===== src/rtl/dog_action_ctrl_pkg.sv =====
// Shared definitions for the toy-dog behaviour controller: state codes as seen
// by the 7-segment action decoder, default timing constants and helpers.
package dog_action_ctrl_pkg;

  // State code equals the action code driven onto decoder inputs {A,B,C}.
  // Codes 3'b110 and 3'b111 are unused and recover to ST_IDLE.
  typedef enum logic [2:0] {
    ST_IDLE  = 3'b000,
    ST_EAT   = 3'b001,
    ST_PLAY  = 3'b010,
    ST_HAPPY = 3'b011,
    ST_SLEEP = 3'b100,
    ST_ALERT = 3'b101
  } state_t;

  // Default timing at 50 MHz: 1 s per action, 10 s of inactivity before sleep.
  localparam int DEF_ACT_TICKS  = 50_000_000;
  localparam int DEF_IDLE_TICKS = 500_000_000;
  localparam int DEF_CNT_W      = 32;

  // The dog is busy while performing an action or while alerted.
  function automatic logic is_busy(input state_t s);
    return (s == ST_EAT) || (s == ST_PLAY) || (s == ST_HAPPY) || (s == ST_ALERT);
  endfunction

endpackage


===== src/rtl/sync_edge.sv =====
// Two-flop synchroniser for an asynchronous level input, followed by a third
// register that turns the synchronised level into a one-cycle rise pulse.
module sync_edge (
  input  logic clk,
  input  logic rst,
  input  logic din,
  output logic lvl,
  output logic rise
);

  logic s1;
  logic s2;
  logic s3;

  // Synchroniser chain; s3 is the previous synchronised level for edge detection.
  always_ff @(posedge clk) begin
    if (rst) begin
      s1 <= 1'b0;
      s2 <= 1'b0;
      s3 <= 1'b0;
    end else begin
      // NOTE: non-blocking assignments make each stage take the value the
      // previous stage held before this edge, giving a true shift register.
      s1 <= din;
      s2 <= s1;
      s3 <= s2;
    end
  end

  assign lvl  = s2;
  assign rise = s2 & ~s3;

endmodule


===== src/rtl/dog_action_ctrl.sv =====
// Behaviour controller for the toy dog: synchronises buttons and obstacle
// sensor, runs the action/sleep/alert state machine and its dwell timer.
// The state register drives the action decoder directly as {act_a,act_b,act_c}.
module dog_action_ctrl
  import dog_action_ctrl_pkg::*;
#(
  parameter int ACT_TICKS  = DEF_ACT_TICKS,
  parameter int IDLE_TICKS = DEF_IDLE_TICKS,
  parameter int CNT_W      = DEF_CNT_W
) (
  input  logic clk,
  input  logic rst,
  input  logic btn_feed,
  input  logic btn_play,
  input  logic btn_pet,
  input  logic obstacle,
  output logic act_a,
  output logic act_b,
  output logic act_c,
  output logic busy
);

  localparam logic [CNT_W-1:0] ACT_LAST  = CNT_W'(ACT_TICKS - 1);
  localparam logic [CNT_W-1:0] IDLE_LAST = CNT_W'(IDLE_TICKS - 1);
  localparam logic [CNT_W-1:0] TIMER_MAX = {CNT_W{1'b1}};

  logic press_feed;
  logic press_play;
  logic press_pet;
  logic obstacle_s;
  logic unused_obstacle_rise;

  logic unused_feed_lvl;
  logic unused_play_lvl;
  logic unused_pet_lvl;

  state_t           state;
  state_t           state_nxt;
  logic [CNT_W-1:0] timer;

  sync_edge u_sync_feed (
    .clk  (clk),
    .rst  (rst),
    .din  (btn_feed),
    .lvl  (unused_feed_lvl),
    .rise (press_feed)
  );

  sync_edge u_sync_play (
    .clk  (clk),
    .rst  (rst),
    .din  (btn_play),
    .lvl  (unused_play_lvl),
    .rise (press_play)
  );

  sync_edge u_sync_pet (
    .clk  (clk),
    .rst  (rst),
    .din  (btn_pet),
    .lvl  (unused_pet_lvl),
    .rise (press_pet)
  );

  // The obstacle acts on its level only; its rise pulse is not needed.
  sync_edge u_sync_obstacle (
    .clk  (clk),
    .rst  (rst),
    .din  (obstacle),
    .lvl  (obstacle_s),
    .rise (unused_obstacle_rise)
  );

  // Transition rules in priority order: obstacle, alert exit, then per-state.
  function automatic state_t next_state(
    input state_t           cur,
    input logic [CNT_W-1:0] t,
    input logic             obs,
    input logic             p_feed,
    input logic             p_play,
    input logic             p_pet
  );
    state_t nxt;
    // NOTE: default first, so every path through the case assigns nxt and no
    // latch can be inferred when this logic is flattened into gates.
    nxt = cur;
    if (obs && (cur != ST_ALERT)) begin
      nxt = ST_ALERT;
    end else begin
      case (cur)
        ST_ALERT: begin
          if (!obs) nxt = ST_IDLE;
        end
        ST_IDLE: begin
          if (p_feed)           nxt = ST_EAT;
          else if (p_play)      nxt = ST_PLAY;
          else if (p_pet)       nxt = ST_HAPPY;
          else if (t == IDLE_LAST) nxt = ST_SLEEP;
        end
        ST_EAT, ST_PLAY, ST_HAPPY: begin
          if (t == ACT_LAST) nxt = ST_IDLE;
        end
        ST_SLEEP: begin
          if (p_feed || p_play || p_pet) nxt = ST_IDLE;
        end
        default: nxt = ST_IDLE;
      endcase
    end
    return nxt;
  endfunction

  assign state_nxt = next_state(state, timer, obstacle_s, press_feed, press_play, press_pet);

  // State, busy flag and dwell timer all update together on the same edge.
  always_ff @(posedge clk) begin
    if (rst) begin
      state <= ST_IDLE;
      busy  <= 1'b0;
      timer <= '0;
    end else begin
      state <= state_nxt;
      busy  <= is_busy(state_nxt);
      if (state_nxt != state) begin
        timer <= '0;
      end else if (timer != TIMER_MAX) begin
        timer <= timer + 1'b1;
      end
    end
  end

  assign {act_a, act_b, act_c} = state;

endmodule


===== config.mk =====
export PLATFORM = sky130hd
export DESIGN_NAME = dog_action_ctrl
export DESIGN_NICKNAME = d
export VERILOG_FILES = /design/src/rtl/dog_action_ctrl_pkg.sv /design/src/rtl/sync_edge.sv /design/src/rtl/dog_action_ctrl.sv
export SDC_FILE = /design/constraint.sdc
export NUM_CORES = 1
export LEC_CHECK = 0
export ABC_AREA = 1
export CELL_PAD_IN_SITES_DETAIL_PLACEMENT = 0
export CELL_PAD_IN_SITES_GLOBAL_PLACEMENT = 1
export CORE_ASPECT_RATIO = 0.6
export CORE_MARGIN = 2
export CORE_UTILIZATION = 30
export CTS_CLUSTER_SIZE = 28
export DETAILED_ROUTE_END_ITERATION = 8
export GPL_ROUTABILITY_DRIVEN = 0
export GPL_TIMING_DRIVEN = 1
export PLACE_DENSITY = 0.56
export SLEW_MARGIN = 20
export SYNTH_ARGS = -nofsm -noshare
export SYNTH_HDL_FRONTEND = slang
export SYNTH_SLANG_ARGS = --single-unit

===== constraint.sdc =====
create_clock -name clk -period 1.8 [get_ports clk]
set_input_delay 0.36 -clock clk [delete_from_list [all_inputs] [get_ports clk]]
set_output_delay 0.36 -clock clk [all_outputs]
set_load 0.01 [all_outputs]

==> results_dict.tcl <==
set metrics [dict create \
    status "complete, but fails checks" \
    violations "negative setup slack" \
    final_util 0.445 \
    gr-usage-all-layers 0.187 \
    clock_latency_ps 290 \
    grt_max_degree 19 \
    p_total_w 0.00274 \
    first_pass_iters 4 \
    antenna_found_initial 0 \
    p_int_w 0.00190 \
    required_ps 2010 \
    fin_crit_sh 1.07 \
    hold_buffers 0 \
    rows 27 \
    critical-path-max-stage-delay_ps 350 \
    syn_nets 393 \
    worstSetupPathType "reg -> reg" \
    htreeDepth 2 \
    p_clk_frac 0.357 \
    cts_root_buf "clkbuf_16" \
    synth.distinct_cells 27 \
    diodes 0 \
    multi_input_area_mm2 0.00172 \
    hold_class "reg -> reg" \
    core_area_mm2 0.00905 \
    synth-seq-cells 47 \
    p_sw_frac 0.307 \
    cts_tree "done" \
    syn_to_final_growth_pct 46.3 \
    grt_pass1_wl_um 14000 \
    grt_pass1_vias 2516 \
    wl_per_cell_um 15.0 \
    tns_ps -2960 \
    peakVddDrop_uv 312 \
    rsz0062_at_grt "true" \
    clock-sinks 47 \
    dp_hpwl_um 7070 \
    clk_pin_slew_worst_paths_ps 70 \
    powerDensity_mw_per_mm2 680 \
    cp-end-kind "flop" \
    max_cap_violations 0 \
    clk_path_buf_depth 2 \
    fin_crit_ps 1930 \
    timing.final.ws_setup_ps -126 \
    dieWidth_um 128 \
    vias 2700 \
    power_frac_seq 0.397 \
    synth_area_mm2 0.00276 \
    io_buffers 9 \
    cp_num_buf_inv 3 \
    cts_buffers 5 \
    dieArea_mm2 0.00999 \
    start_util 0.304 \
    tightestPinTransition_ps 421 \
    crit_chain "ha_4, nand3_4, inv_4, nand4_1, nor2_1, nand2_1, nand3_2, nand2_1, inv_1, nand3_2, nand2_2, nand2_4, buf_12, nor3_4" \
    syn_area_per_cell_um2 7.14 \
    critPathArrivalTime_ps 2140 \
    ys_warn_count 0 \
    nFillCells 956 \
    nets 491 \
    die_h_um 78.2 \
    crit_fanout 7 \
    ys_seq_area_frac 0.342 \
    finalMaxSlewViolations 0 \
    overflow 0 \
    layout-drive-gt1-share 0.379 \
    routed_via_density 4.49 \
    postRouteAntennaNets 0 \
    p_switching_w 0.000843 \
    setup_viol 33 \
    critPathTopFamily "simple AND/OR/NAND/NOR gates" \
    start_kind "flop" \
    netlist_instances 386 \
    skew_ps 7.48 \
    pre_cts_ws_ps -272 \
    regArea_um2 956 \
    fmax_mhz 519 \
    slowest_stage "dfxtp_2" \
    routed_wirelength_um 8990 \
    leakagePower_nw 1.70 \
    hold_viol_final 0 \
    drcViolationCount 0 \
    slew_headroom 0.717 \
    power_frac_comb 0.246 \
    pin_count 10 \
    drtIter0Drc 145 \
]
cells in the mapped netlist, drive strengths merged:
cell type | number | area (um2)
inv | 49 | 184
ha | 1 | 12.5
and3 | 1 | 6.26
nor4 | 6 | 37.5
nand2 | 81 | 327
or2 | 3 | 18.8
clkinv | 1 | 3.75
a21oi | 5 | 25.0
nor3 | 50 | 400
buf | 8 | 77.6
dfxtp | 47 | 941
clkbuf | 1 | 3.75
xor2 | 27 | 236
nand4 | 10 | 62.6
nand3 | 14 | 92.6
nor2 | 79 | 309
nand3b | 1 | 7.51
o21ai | 2 | 10.0
metrics by stage:
step	hold WS, ps	area [um2]	cells
CTS	408	3880	596
finish	403	4030	601
floorplan	388	2780	386
global route	425	4030	601
detailed placement	398	3620	585
global placement	390	3620	585
cell type report:
class | count | share of cell area
clock buffers | 7 | 0.0354
well taps | 116 | 0.0360
repair buffers | 100 | 0.214
flip-flops and latches | 47 | 0.237
inverters | 50 | 0.0472
clock inverters | 1 | 0.00217
multi-input cells | 280 | 0.428
placed cells by master, fill, tap and decap left out, drive strengths merged:
master	n
nand3	14
nand2	81
nand3b	1
and3	1
nor3	50
nand4	10
inv	49
clkbuf	7
nor4	6
or2	3
nor2	79
dfxtp	47
buf	91
xor2	27
clkinv	2
o21ai	2
ha	1
a21oi	5
clkdlybuf4s50	9
registers in the layout, summed over array words and instances (netlist names):
name / count
busy: 1
state: 3
timer: 32
u_sync_feed.lvl: 1
u_sync_feed.s1: 1
u_sync_feed.s3: 1
u_sync_obstacle.lvl: 1
u_sync_obstacle.s1: 1
u_sync_pet.lvl: 1
u_sync_pet.s1: 1
u_sync_pet.s3: 1
u_sync_play.lvl: 1
u_sync_play.s1: 1
u_sync_play.s3: 1
tightest hold or removal path: stages, from the launching register on:
cell and delay [ps]:
dfxtp_1 300, inv_1 40, nor2_1 30
power by group through the flow:
stage | Clock [W] | Combinational [W] | Sequential (W)
finish | 0.000978 | 0.000674 | 0.00109
CTS | 0.00101 | 0.000625 | 0.00109
global route | 0.00106 | 0.000724 | 0.00109
floorplan | 0 | 0.000341 | 0.00112
global placement | 0 | 0.000555 | 0.00111
detailed placement | 0 | 0.000554 | 0.00111
per-layer routing:
layer | vias up | global-route usage | share of wire
met3 | 2 | 0.0429 | 0.066
met1 | 1238 | 0.320 | 0.59
met2 | 47 | 0.218 | 0.34
li1 | 1413 | - | -
met5 | - | 0 | 0
met4 | 0 | 0.0396 | 0.0041
path summary, 6_finish.rpt:
path / start / to / slack, ps / depth (start not counted)
worst max-delay path: timer[1] / timer[21] / -130 / 14
worst min-delay path: u_sync_feed.s1 / u_sync_feed.lvl / 400 / 2
worst max register to register: timer[1] / timer[21] / -130 / 14
worst min register to register: u_sync_feed.s1 / u_sync_feed.lvl / 400 / 2
cells by family after synthesis:
group	share of synthesized area
buffers and inverters	0.0976
AO/OA/AOI/OAI	0.0127
XOR/XNOR	0.0858
flip-flops	0.342
AND/OR/NAND/NOR	0.458
adder cells (fa/ha/maj)	0.00454
timing repair:
item,CTS,global route
resized for setup,19,34
pin swaps,1,2
setup buffers,2,5
endpoints found under the setup margin,34,34
gates cloned,1,0
Note: power is estimated with default switching activity, not from simulation.
